==> config.mk <==
export PLATFORM = sky130hd
export DESIGN_NAME = mdd_apb4_bridge_flat
export DESIGN_NICKNAME = d
export VERILOG_FILES = /design/src/rtl/mdd_apb4_bridge_pkg.sv /design/src/rtl/apb4_if.sv /design/src/rtl/mdd_apb4_tmo_cnt.sv /design/src/rtl/mdd_apb4_bridge.sv /design/src/flat_wrapper.sv
export SDC_FILE = /design/constraint.sdc
export NUM_CORES = 1
export LEC_CHECK = 0
export ABC_CLOCK_PERIOD_IN_PS = 4600
export CORE_MARGIN = 10
export CORE_UTILIZATION = 40
export CTS_BUF_LIST = sky130_fd_sc_hd__clkbuf_8
export DETAILED_ROUTE_END_ITERATION = 7
export GPL_TIMING_DRIVEN = 0
export PLACE_DENSITY = 0.81
export SKIP_LAST_GASP = 1
export SLEW_MARGIN = 30
export SYNTH_ARGS = -nofsm -noshare
export SYNTH_HDL_FRONTEND = slang
export SYNTH_HIERARCHICAL = 1
export SYNTH_SLANG_ARGS = --single-unit
==> constraint.sdc <==
create_clock -name clk_i -period 4.6 [get_ports clk_i]
set_clock_uncertainty 0.2 [all_clocks]
set_input_delay 0.46 -clock clk_i [delete_from_list [all_inputs] [get_ports clk_i]]
set_output_delay 0.46 -clock clk_i [all_outputs]
set_load 0.02 [all_outputs]
==> src/rtl/mdd_apb4_bridge_pkg.sv <==
// -----------------------------------------------------------------------------
// mdd_apb4_bridge_pkg
// Shared definitions for the MDD APB4 upstream bridge:
//   - mdd_apb4_state_e   : bridge FSM states (IDLE, SETUP, ACCESS, RESP)
//   - MDD_APB4_TMO_RDATA : read data returned when an ACCESS phase times out
//   - MDD_APB4_STRB_W    : byte-strobe width of the 32-bit data path
// -----------------------------------------------------------------------------
package mdd_apb4_bridge_pkg;

    typedef enum logic [1:0] {
        ST_IDLE   = 2'd0,
        ST_SETUP  = 2'd1,
        ST_ACCESS = 2'd2,
        ST_RESP   = 2'd3
    } mdd_apb4_state_e;

    localparam logic [31:0] MDD_APB4_TMO_RDATA = 32'hFFFF_FFFF;
    localparam int          MDD_APB4_STRB_W    = 32 / 8;

endpackage

==> src/rtl/apb4_if.sv <==
// -----------------------------------------------------------------------------
// apb4_if
// APB4 bus bundle between the MDD bridge (master) and the MDD wrapper (slave).
//   master modport: drives paddr, pprot, psel, penable, pwrite, pwdata, pstrb;
//                   samples pready, prdata, pslverr
//   slave modport : the mirror image
// -----------------------------------------------------------------------------
interface apb4_if #(
    parameter int ADDR_WIDTH = 32,
    parameter int DATA_WIDTH = 32
);
    logic [ADDR_WIDTH-1:0]   paddr;
    logic [2:0]              pprot;
    logic                    psel;
    logic                    penable;
    logic                    pwrite;
    logic [DATA_WIDTH-1:0]   pwdata;
    logic [DATA_WIDTH/8-1:0] pstrb;
    logic                    pready;
    logic [DATA_WIDTH-1:0]   prdata;
    logic                    pslverr;

    modport master (
        output paddr, pprot, psel, penable, pwrite, pwdata, pstrb,
        input  pready, prdata, pslverr
    );

    modport slave (
        input  paddr, pprot, psel, penable, pwrite, pwdata, pstrb,
        output pready, prdata, pslverr
    );
endinterface

==> src/rtl/mdd_apb4_tmo_cnt.sv <==
// -----------------------------------------------------------------------------
// mdd_apb4_tmo_cnt
// ACCESS-phase wait counter for the MDD APB4 bridge. The module body exists
// only when MDD_APB4_TIMEOUT_EN is defined (normally from mdd_config.svh);
// without it the bridge has no timeout and this file is empty.
//   clk_i    : clock, rising edge
//   rst_i    : asynchronous active-high reset
//   clr_i    : restart the count (bridge in SETUP)
//   inc_i    : one more ACCESS cycle without pready
//   expire_o : combinational; high on the increment that reaches LIMIT
// -----------------------------------------------------------------------------
`ifdef MDD_APB4_TIMEOUT_EN
module mdd_apb4_tmo_cnt #(
    parameter int LIMIT = 255
) (
    input  logic clk_i,
    input  logic rst_i,
    input  logic clr_i,
    input  logic inc_i,
    output logic expire_o
);
    localparam int CNT_W = $clog2(LIMIT + 1);

    logic [CNT_W-1:0] cnt_q;

    // Count holds the number of stalled cycles already seen, so the
    // LIMIT-th stalled cycle is the one where cnt_q == LIMIT-1.
    assign expire_o = inc_i && (cnt_q == CNT_W'(LIMIT - 1));

    always_ff @(posedge clk_i or posedge rst_i) begin
        if (rst_i) begin
            cnt_q <= '0;
        end else if (clr_i) begin
            cnt_q <= '0;
        end else if (inc_i && !expire_o) begin
            cnt_q <= cnt_q + 1'b1;
        end
    end
endmodule
`endif

==> src/rtl/mdd_apb4_bridge.sv <==
// -----------------------------------------------------------------------------
// mdd_apb4_bridge
// Upstream APB4 master for the MDD segment. Turns one native valid/ready
// memory request at a time into an APB4 SETUP/ACCESS transfer and returns
// read data, write completion and slave error to the core.
//
// Optional feature: MDD_APB4_TIMEOUT_EN (normally set in mdd_config.svh).
//   defined  : ACCESS is abandoned after TIMEOUT_CYCLES stalled cycles,
//              completing with err_o=1 and mem_rdata_o=32'hFFFF_FFFF.
//   undefined: ACCESS waits for pready indefinitely.
//
// Ports
//   clk_i        : clock, rising edge
//   rst_i        : asynchronous active-high reset
//   mem_valid_i  : request valid, held until mem_ready_o
//   mem_addr_i   : byte address (word-aligned onto paddr)
//   mem_wdata_i  : write data
//   mem_wstrb_i  : byte strobes, all-zero means read
//   mem_ready_o  : one-cycle completion pulse
//   mem_rdata_o  : read data, valid with mem_ready_o
//   err_o        : slave error / timeout, coincident with mem_ready_o
//   apb          : APB4 master port
// -----------------------------------------------------------------------------
module mdd_apb4_bridge
    import mdd_apb4_bridge_pkg::*;
#(
    parameter int          ADDR_WIDTH     = 32,
    parameter int          DATA_WIDTH     = 32,
    parameter logic [2:0]  PPROT_VAL      = 3'b000,
    parameter int          TIMEOUT_CYCLES = 255
) (
    input  logic                    clk_i,
    input  logic                    rst_i,
    input  logic                    mem_valid_i,
    input  logic [ADDR_WIDTH-1:0]   mem_addr_i,
    input  logic [DATA_WIDTH-1:0]   mem_wdata_i,
    input  logic [DATA_WIDTH/8-1:0] mem_wstrb_i,
    output logic                    mem_ready_o,
    output logic [DATA_WIDTH-1:0]   mem_rdata_o,
    output logic                    err_o,
    apb4_if.master                  apb
);
    mdd_apb4_state_e state_q;
    logic            tmo_expire;

    // Byte offset is dropped: APB transfers are always word aligned.
    logic [1:0] unused_addr_lsb;
    assign unused_addr_lsb = mem_addr_i[1:0];

    assign apb.pprot = PPROT_VAL;

`ifdef MDD_APB4_TIMEOUT_EN
    logic tmo_clr;
    logic tmo_inc;

    assign tmo_clr = (state_q == ST_SETUP);
    assign tmo_inc = (state_q == ST_ACCESS) && !apb.pready;

    mdd_apb4_tmo_cnt #(
        .LIMIT (TIMEOUT_CYCLES)
    ) u_tmo_cnt (
        .clk_i    (clk_i),
        .rst_i    (rst_i),
        .clr_i    (tmo_clr),
        .inc_i    (tmo_inc),
        .expire_o (tmo_expire)
    );
`else
    logic [31:0] unused_timeout_cycles;
    assign unused_timeout_cycles = 32'(TIMEOUT_CYCLES);
    assign tmo_expire            = 1'b0;
`endif

    // All APB and core-side outputs are registered: each transition sets the
    // outputs that belong to the state being entered.
    always_ff @(posedge clk_i or posedge rst_i) begin
        if (rst_i) begin
            state_q     <= ST_IDLE;
            apb.psel    <= 1'b0;
            apb.penable <= 1'b0;
            apb.pwrite  <= 1'b0;
            apb.paddr   <= '0;
            apb.pwdata  <= '0;
            apb.pstrb   <= '0;
            mem_ready_o <= 1'b0;
            mem_rdata_o <= '0;
            err_o       <= 1'b0;
        end else begin
            case (state_q)
                ST_IDLE: begin
                    if (mem_valid_i) begin
                        apb.psel    <= 1'b1;
                        apb.penable <= 1'b0;
                        apb.paddr   <= {mem_addr_i[ADDR_WIDTH-1:2], 2'b00};
                        apb.pwrite  <= |mem_wstrb_i;
                        apb.pwdata  <= mem_wdata_i;
                        apb.pstrb   <= (|mem_wstrb_i) ? mem_wstrb_i : '0;
                        state_q     <= ST_SETUP;
                    end
                end

                ST_SETUP: begin
                    apb.penable <= 1'b1;
                    state_q     <= ST_ACCESS;
                end

                ST_ACCESS: begin
                    if (apb.pready) begin
                        apb.psel    <= 1'b0;
                        apb.penable <= 1'b0;
                        mem_ready_o <= 1'b1;
                        err_o       <= apb.pslverr;
                        mem_rdata_o <= (!apb.pwrite && !apb.pslverr) ? apb.prdata : '0;
                        state_q     <= ST_RESP;
                    end else if (tmo_expire) begin
                        apb.psel    <= 1'b0;
                        apb.penable <= 1'b0;
                        mem_ready_o <= 1'b1;
                        err_o       <= 1'b1;
                        mem_rdata_o <= DATA_WIDTH'(MDD_APB4_TMO_RDATA);
                        state_q     <= ST_RESP;
                    end
                end

                ST_RESP: begin
                    // Always fall back to IDLE so a still-high valid from the
                    // finished request is never taken as a new one.
                    mem_ready_o <= 1'b0;
                    err_o       <= 1'b0;
                    mem_rdata_o <= '0;
                    state_q     <= ST_IDLE;
                end

                default: begin
                    state_q <= ST_IDLE;
                end
            endcase
        end
    end
endmodule
==> src/flat_wrapper.sv <==
// flat-port wrapper written by rule: the top's interface ports become plain ports
module mdd_apb4_bridge_flat import mdd_apb4_bridge_pkg::*;
#(
    parameter int          ADDR_WIDTH     = 32,
    parameter int          DATA_WIDTH     = 32,
    parameter logic [2:0]  PPROT_VAL      = 3'b000,
    parameter int          TIMEOUT_CYCLES = 255
)
  (clk_i, rst_i, mem_valid_i, mem_addr_i, mem_wdata_i, mem_wstrb_i, mem_ready_o, mem_rdata_o, err_o, apb_paddr, apb_pprot, apb_psel, apb_penable, apb_pwrite, apb_pwdata, apb_pstrb, apb_pready, apb_prdata, apb_pslverr);
  apb4_if #(.ADDR_WIDTH(ADDR_WIDTH), .DATA_WIDTH(DATA_WIDTH)) apb_i ();
  input  logic clk_i;
  input  logic rst_i;
  input  logic mem_valid_i;
  input  logic [ADDR_WIDTH-1:0] mem_addr_i;
  input  logic [DATA_WIDTH-1:0] mem_wdata_i;
  input  logic [DATA_WIDTH/8-1:0] mem_wstrb_i;
  output logic mem_ready_o;
  output logic [DATA_WIDTH-1:0] mem_rdata_o;
  output logic err_o;
  output wire logic [$bits(apb_i.paddr)-1:0] apb_paddr;
  output wire logic [$bits(apb_i.pprot)-1:0] apb_pprot;
  output wire logic [$bits(apb_i.psel)-1:0] apb_psel;
  output wire logic [$bits(apb_i.penable)-1:0] apb_penable;
  output wire logic [$bits(apb_i.pwrite)-1:0] apb_pwrite;
  output wire logic [$bits(apb_i.pwdata)-1:0] apb_pwdata;
  output wire logic [$bits(apb_i.pstrb)-1:0] apb_pstrb;
  input wire logic [$bits(apb_i.pready)-1:0] apb_pready;
  input wire logic [$bits(apb_i.prdata)-1:0] apb_prdata;
  input wire logic [$bits(apb_i.pslverr)-1:0] apb_pslverr;
  assign apb_paddr = apb_i.paddr;
  assign apb_pprot = apb_i.pprot;
  assign apb_psel = apb_i.psel;
  assign apb_penable = apb_i.penable;
  assign apb_pwrite = apb_i.pwrite;
  assign apb_pwdata = apb_i.pwdata;
  assign apb_pstrb = apb_i.pstrb;
  assign apb_i.pready = apb_pready;
  assign apb_i.prdata = apb_prdata;
  assign apb_i.pslverr = apb_pslverr;
  mdd_apb4_bridge #(.ADDR_WIDTH(ADDR_WIDTH), .DATA_WIDTH(DATA_WIDTH), .PPROT_VAL(PPROT_VAL), .TIMEOUT_CYCLES(TIMEOUT_CYCLES)) u_core (.clk_i(clk_i), .rst_i(rst_i), .mem_valid_i(mem_valid_i), .mem_addr_i(mem_addr_i), .mem_wdata_i(mem_wdata_i), .mem_wstrb_i(mem_wstrb_i), .mem_ready_o(mem_ready_o), .mem_rdata_o(mem_rdata_o), .err_o(err_o), .apb(apb_i));
endmodule
### Yosys cells after proc, flatten, opt, wreduce, memory -nomap -nowiden

Index checks and enable logic that the tools add are counted.

* bits in registers: 105
* logic and storage cells: 44

* equal/unequal tests: 5
* muxes and demuxes: 16
* reduce and logical (&&, ||, !) cells: 13

Operators with widths (count)
* $mux 32: 2
* $pmux 32 s2: 1
* $pmux 2 s4: 1
* $pmux 1 s2: 3
* $reduce_and 2->1: 3
* $reduce_and 3->1: 2
* $mux 1: 5
* $eq 2x2->1 const B: 2
* $mux 2: 2
* $mux 4: 1
* $ne 2x2->1 const B: 2
* $reduce_bool 2->1: 2
* $reduce_or 4->1: 1
* $pmux 1 s3: 1
* $reduce_bool 3->1: 1
* $eq 2x1->1 const B: 1
* $logic_not 1->1: 2
* $logic_not 2->1: 1
* $logic_and 1x1->1: 1

### Depth between registers and ports, before layout

Gate-level depths: netlist (run 1).

* depth after elaboration: 5
* mapped depth: 7

### Least setup slack after synthesis (run 1)

No wires, ideal clock.

* path kind: flip-flop to flip-flop
* start: reg u_core.state_q[0]
* end: reg u_core.apb.paddr[27]
* setup time: 125 ps
* arrival: 1438 ps
* data required time: 4275 ps
* path slack: 2837 ps
* stages on the path, launching flop included: 7
* clock period less this slack: 1763 ps
* path through: dfrtp_1 inv_1 ha_1 nand2_1 buf_6 buf_6 mux2_2

* word-level cells in the longest chain between the ends: 2

Ends and longest elaborated chain
* start, declared: line mdd_apb4_bridge.sv:43 `mdd_apb4_state_e state_q;`
* start signal, assigned: line mdd_apb4_bridge.sv:78 `state_q <= ST_IDLE;`
* start signal, assigned: line mdd_apb4_bridge.sv:98 `state_q <= ST_SETUP;`
* start signal, assigned: line mdd_apb4_bridge.sv:104 `state_q <= ST_ACCESS;`
* $logic_not 2->1: line mdd_apb4_bridge.sv:89 `case (state_q)`
* $reduce_and 2->1 (no line)
* end signal, assigned: line mdd_apb4_bridge.sv:94 `apb.paddr <= {mem_addr_i[ADDR_WIDTH-1:2], 2'b00};`
* end, declared: line apb4_if.sv:24 `output paddr, pprot, psel, penable, pwrite, pwdata, pstrb,`

Every way passes these cells.
A chain may end at the register's enable or synchronous reset.

### Worst setup path after layout (run 1)

* start: reg u_core.apb.pwrite
* end: out apb_pwrite

RTL lines
* start, declared: line apb4_if.sv:24
* start signal, assigned: line mdd_apb4_bridge.sv:95 `apb.pwrite <= |mem_wstrb_i;`
* end, declared: line flat_wrapper.sv:24 `output wire logic [$bits(apb_i.pwrite)-1:0] apb_pwrite;`

No word-level cell between the ends.

==> summary.txt, run 1 <==
Run status
  – Outcome: finished clean

Clocking
  – CTS Sinks: 105
  – Bufs on Longest Clock Path: 2
  – Setup bufs post-CTS: 0
  – Worst skew pair latency: 0.35 ns
  – CTS tree: built
  – Root Buffer: clkbuf_8
  – CTS H-Tree Depth: 3
  – # hold bufs at CTS: 0
  – CTS Buf Count: 9
  – Post-cts sizing count: 0
  – CTS clk-pin slew, worst paths: 0.09 ns

Placement
  – Detail Placement HPWL: 9100 um
  – IO buf count: 205
  – Dpl cells: 602
  – Pre-CTS setup slack: 2.43 ns
  – Area post-placement: 0.00635 sq mm
  – Routability cong.: 0.724

Layout
  – Fin area: 0.00652 sq mm
  – Area grow syn2layout: 59.8%
  – Final nets: 591
  – Post-Layout Cell Count: 618
  – Share of cells above drive strength 1: 21.6%
  – Ant diodes: 0

Min path
  – Worst min path class: input pin to async pin

Synthesis
  – Mapped Area: 0.00408 sq mm
  – Post-synthesis compound-gate area fraction: 8.34%
  – Distinct cells, synth: 24
  – Largest family of logic cells by synthesized area: multiplexers
  – Post-synthesis mux area share: 19.0%
  – Post-synthesis cell count: 259
  – Register area share after synthesis: 64.4%
  – YS warnings: 6
  – Simple-Gate Fraction of Synth Area: 2.33%
  – #FFs+latches synth: 105
  – Syn_area_per_cell: 15.8 sq um
  – Adder-cell area share of the yosys netlist: 1.84%
  – XOR/XNOR share of the synthesized area: 0%

STA
  – Final setup viols: 0
  – Crit path time final: 2.11 ns
  – RSZ-0062 raised after global routing: false
  – Max Slew Vio Count: 0
  – Fin crit share: 45.9%
  – FMAX: 474 MHz
  – Fin. Hold Viols: 0
  – Final WS setup: 2.49 ns

Die
  – Die X: 121 um
  – Row count: 36
  – Die footprint: 0.0146 sq mm
  – Die height: 121 um
  – I/O pins: 213
  – Starting Density: 41.4%
  – Core Box Area: 0.00986 sq mm

Setup path
  – WP data arrival: 1.45 ns
  – Slowest stage delay, CP: 0.67 ns
  – Startpoint types: flop
  – WP buf/inv: 1
  – Crit Path Category: flop to primary output
  – Critical path peak fanout: 3
  – Worst path cell trace: clkdlybuf4s50_1
  – Slowest CP cell: clkdlybuf4s50_1
  – Critical Path RT: 3.94 ns
  – Crit path max-delay family: buffers and inverters
  – CP endpoint kind: primary output

Drt
  – First drt pass iteration count: 4
  – Remaining DRCs: 0
  – Initial drt markers: 113
  – Vias per std cell: 4.85
  – Detail Route Antenna Nets: 0
  – DR WL/cell: 18.8 um
  – DR vias: 2997
  – DRT Wirelength: 11600 um

Global routing
  – Global-route usage over all layers: 15.7%
  – Global-route wire length before repair: 18200 um
  – Initial antenna violation count: 0
  – Gr ovfl total: 0
  – Vias in the first global route: 3363
  – Largest net degree at the start of global routing: 72

Power
  – Worst vdd rail ir drop: 0.384 mV
  – P per Cell Area: 648 mW/mm^2
  – Leakage: 0.00282 uW

Job
  – Max cap viols: 0
[Yosys cell counts, drive strengths merged]
cell type / number / share of area (%)
nor2: 2 / 0.18
o211a: 1 / 0.25
mux2i: 1 / 0.25
a22o: 32 / 6.9
conb: 1 / 0.092
nor2b: 4 / 0.61
o32a: 1 / 0.25
nand2: 5 / 0.52
dfrtp: 105 / 64
nor4: 2 / 0.67
buf: 19 / 3.7
a31oi: 2 / 0.31
inv: 3 / 0.28
nand4b: 1 / 0.21
ha: 6 / 1.8
o21ai: 3 / 0.37
a21oi: 1 / 0.12
nor3: 1 / 0.12
o21bai: 1 / 0.18
mux2: 68 / 19
[worst paths after layout]
path | from | to | slack [ns] | cells past startpoint
setup / recovery | u_core/apb.pwrite | apb_pwrite | 2.49 | 1
hold / removal | rst_i | u_core/apb.paddr[6] | 0.27 | 2
setup reg to reg | u_core/state_q[0] | u_core/apb.paddr[21] | 2.56 | 6
hold reg to reg | u_core/apb.paddr[4] | u_core/apb.paddr[4] | 0.31 | 1
max in group asynchronous | rst_i | u_core/apb.paddr[20] | 3.28 | 3
min in group clk_i | u_core/apb.paddr[4] | u_core/apb.paddr[4] | 0.31 | 1
[per-layer routing]
| layer | vias to the layer above | global-route usage, % | wire length [um] |
|---|---|---|---|
| met5 | - | 0 | 0 |
| met2 | 137 | 26.5 | 5720 |
| li1 | 1362 | - | - |
| met3 | 13 | 8.00 | 1380 |
| met1 | 1485 | 16.5 | 4370 |
| met4 | 0 | 5.66 | 169 |
[report_power, final]
| group | leakage (uW) | internal [uW] | total (uW) | switching [uW] |
|---|---|---|---|---|
| logic | 0.00142 | 1150 | 2180 | 1030 |
| registers | 0.00131 | 1310 | 1520 | 210 |
| clock network | 0.000101 | 221 | 518 | 297 |
[cells in the final DEF (no fill, tap or decap), drive strengths merged, types with 3 or more instances in the layout]
cell / n
clkinv: 3
ha: 6
conb: 5
buf: 20
inv: 5
o21ai: 3
clkdlybuf4s50: 205
mux2: 68
a22o: 32
dfrtp: 105
clkbuf: 11
nand2: 5
nor2b: 4
[area by class of cell]
| cell class | instances | area (sq um) |
|---|---|---|
| Buffer | 19 | 153 |
| Clock buffer | 11 | 151 |
| Clock inverter | 5 | 22.5 |
| Fill cell | 767 | 3340 |
| Inverter | 3 | 16.3 |
| Multi-Input combinational cell | 136 | 1310 |
| Sequential cell | 105 | 2630 |
| Tap cell | 133 | 166 |
| Timing Repair Buffer | 206 | 2080 |
[cells by family (layout without fill, tap and decap cells)]
family	count (synthesis)	after routing
and+or+nand+nor	15	15
muxes	69	69
AOI/OAI and AO/OA	41	41
buffers and inverters	22	244
other	1	5
DFF	105	105
adders and majority gates	6	6
[through the flow]
stage | total power [uW] | TNS (ns) | hold slack [ns] | util [%]
after floorplan | 2670 | 0 | 0.354 | -
after global placement | 3690 | -33.75 | 0.286 | 64.0
after detailed placement | 3760 | 0 | 0.290 | 64.3
after CTS | 4290 | 0 | 0.255 | 66.1
after global routing | 4480 | 0 | 0.272 | 66.1
final | 4230 | 0 | 0.265 | 66.1
[state kept, by name (all words and copies together) (netlist names)]
register / count
u_core/mem_rdata_o: 32
u_core/apb.penable: 1
u_core/apb.pstrb: 4
u_core/mem_ready_o: 1
u_core/apb.paddr: 30
u_core/apb.pwdata: 32
u_core/apb.pwrite: 1
u_core/state_q: 2
u_core/apb.psel: 1
u_core/err_o: 1
No activity file was read; power rests on OpenSTA's default activity.
==> inputs of run 2 (changes only) <==
--- a/config.mk
+++ b/config.mk
@@ -5,7 +5,7 @@
 export SDC_FILE = /design/constraint.sdc
 export NUM_CORES = 1
 export LEC_CHECK = 0
-export ABC_CLOCK_PERIOD_IN_PS = 4600
+export ABC_CLOCK_PERIOD_IN_PS = 2220
 export CORE_MARGIN = 10
 export CORE_UTILIZATION = 40
 export CTS_BUF_LIST = sky130_fd_sc_hd__clkbuf_8
==> constraint.sdc (replaced) <==
create_clock -name clk_i -period 2.22 [get_ports clk_i]
set_clock_uncertainty 0.2 [all_clocks]
set_input_delay 0.222 -clock clk_i [delete_from_list [all_inputs] [get_ports clk_i]]
set_output_delay 0.222 -clock clk_i [all_outputs]
set_load 0.02 [all_outputs]
==> summary.txt, run 2 (synthesis gave the netlist of run 1 again) <==
Placement
  – IO buf count: 205 (unchanged)
  – Routability cong.: 0.741 (+2.3%)
  – Detail Placement HPWL: 9320 um (+2.4%)
  – Area post-placement: 0.00641 sq mm (+1.0%)

Die
  – I/O pins: 213 (unchanged)
  – Core Box Area: 0.00986 sq mm (unchanged)
  – Row count: 36 (unchanged)
  – Die height: 121 um (unchanged)
  – Die X: 121 um (unchanged)
  – Starting Density: 41.4% (unchanged)
  – Die footprint: 0.0146 sq mm (unchanged)

Setup path
  – Slowest CP cell: dfrtp_1
  – Startpoint types: flop
  – Critical path peak fanout: 10 (+7)
  – WP buf/inv: 3 (+2)
  – WP data arrival: 2.15 ns (+0.70 ns)
  – Slowest stage delay, CP: 0.44 ns (-0.23 ns)
  – Crit Path Category: flop to flop
  – CP endpoint kind: flop
  – Worst path cell trace: inv_1, ha_1, buf_2, mux2i_1, buf_4, a22o_1
  – Crit path max-delay family: buffers and inverters
  – Critical Path RT: 2.33 ns (-1.61 ns)

Power
  – Worst vdd rail ir drop: 0.869 mV (+130%)
  – P per Cell Area: 1340 mW/mm^2 (+110%)
  – Power after layout: 8850 uW (+110%)
  – Leakage: 0.00286 uW (+1.4%)

Layout
  – Biggest regs: u_core/apb.pwdata (32), u_core/mem_rdata_o (32), u_core/apb.paddr (30)
  – Fin area: 0.00661 sq mm (+1.4%)
  – Final core occ: 67.0% (+0.93 points)
  – FILL cells: 705 (-8.1%)
  – Final nets: 595 (+0.68%)
  – Commonest non-fill, non-tap cell in the layout: clkdlybuf4s50_1
  – Ant diodes: 0 (unchanged)
  – Area grow syn2layout: 62.0%
  – Multi-input gate area: 0.00131 sq mm (unchanged)
  – Share of cells above drive strength 1: 21.9% (+0.23 points)
  – Most frequent cells in the layout: clkdlybuf4s50_1 (205), dfrtp_1 (105), mux2_2 (68), a22o_1 (32), clkbuf_8 (10)
  – FF+latch area: 0.00263 sq mm (unchanged)

Clocking
  – Bufs on Longest Clock Path: 2 (unchanged)
  – CTS Buf Count: 9 (unchanged)
  – CTS clk-pin slew, worst paths: 0.09 ns (about the same)
  – Setup bufs post-CTS: 0 (unchanged)
  – CTS tree: built
  – Worst skew pair latency: 0.38 ns (+0.03 ns)
  – CTS Sinks: 105 (unchanged)
  – Root Buffer: clkbuf_8
  – CTS H-Tree Depth: 3 (unchanged)

Job
  – Max cap viols: 0 (unchanged)

Drt
  – Vias per std cell: 4.80 (-1.0%)
  – Initial drt markers: 146 (+29%)
  – DR vias: 2985 (-0.40%)
  – DR WL/cell: 18.7 um (-0.52%)
  – First drt pass iteration count: 4 (unchanged)
  – Detail Route Antenna Nets: 0 (unchanged)
  – DRT Wirelength: 11700 um (+0.13%)
  – Remaining DRCs: 0 (unchanged)

STA
  – Worst hold slack: 0.237 ns (-0.0286 ns)
  – Crit path time final: 2.04 ns
  – RSZ-0062 raised after global routing: false
  – Fin. Hold Viols: 0 (unchanged)
  – Max Slew Vio Count: 0 (unchanged)
  – Final setup viols: 0 (unchanged)
  – Fin crit share: 91.9%
  – FMAX: 490 MHz

Min path
  – Worst min path class: input pin to flop

Global routing
  – Vias in the first global route: 3405 (+1.2%)
  – Initial antenna violation count: 0 (unchanged)
  – Gr ovfl total: 0 (unchanged)
  – Largest net degree at the start of global routing: 29 (-60%)
  – Global-route usage over all layers: 16.3% (+0.60 points)
  – Global-route wire length before repair: 18700 um (+2.7%)

Run status
  – Outcome: finished clean
-- run 2: metal layers --
metal / share of wire [%] / up-vias / global-route usage [%]
met5: 0 / - / 0
met4: 1.3 / 0 / 4.98
met3: 12 / 18 / 9.45
met2: 49 / 138 / 26.5
met1: 38 / 1457 / 17.6
li1: - / 1372 / -
-- run 2: through the flow --
stage,instances,setup WS [ns],setup TNS (ns)
4_1_cts,622,0.176,0
3_5_place_dp,605,0.196,0
3_3_place_gp,601,-0.521,-53.82
5_1_grt,622,0.0156,0
2_1_floorplan,263,0.457,0
6_report,622,0.180,0
-- run 2: what timing repair did --
item / 4_1_cts / 5_1_grt
hold buffers: 1 / 0
endpoints found under the hold margin: 10 / 0
gates resized for setup: 0 / 0
-- run 2: final cells by class --
type | count | area share [%]
multi-input combinational | 136 | 19.7
timing repair buffer | 210 | 32.6
clock inverter | 6 | 0.776
tap | 133 | 2.52
inverter | 3 | 0.227
clock buffer | 10 | 2.08
buffer | 19 | 2.31
sequential | 105 | 39.7
-- run 2: worst reg2reg max path, delay by kind of cell (launching register included) --
| kind | cells | cell delay [ns] |
|---|---|---|
| AO/OA/AOI/OAI | 1 | 0.17 |
| buffers and inverters | 3 | 0.58 |
| flip-flops | 1 | 0.44 |
| multiplexers | 1 | 0.44 |
| adder cells (fa/ha/maj) | 1 | 0.14 |
-- run 2: power by group --
part	internal, uW	leakage, uW	switching (uW)
sequential	2720	0.00131	434
combinational	2410	0.00145	2130
clock	537	0.000110	623
total	5670	0.00286	3190
-- run 2: path summary, 6_finish.rpt --
check	from	endpoint	slack, ns	cells after the start
worst min register to register	u_core/apb.paddr[16]	u_core/apb.paddr[16]	0.31	1
worst min-delay path	apb_prdata[18]	u_core/mem_rdata_o[18]	0.24	2
worst max register to register	u_core/state_q[0]	u_core/mem_rdata_o[4]	0.18	6
min in group asynchronous	rst_i	u_core/apb.pwdata[31]	0.57	3
worst max-delay path	u_core/state_q[0]	u_core/mem_rdata_o[4]	0.18	6
max in group asynchronous	rst_i	u_core/apb.paddr[29]	0.42	6
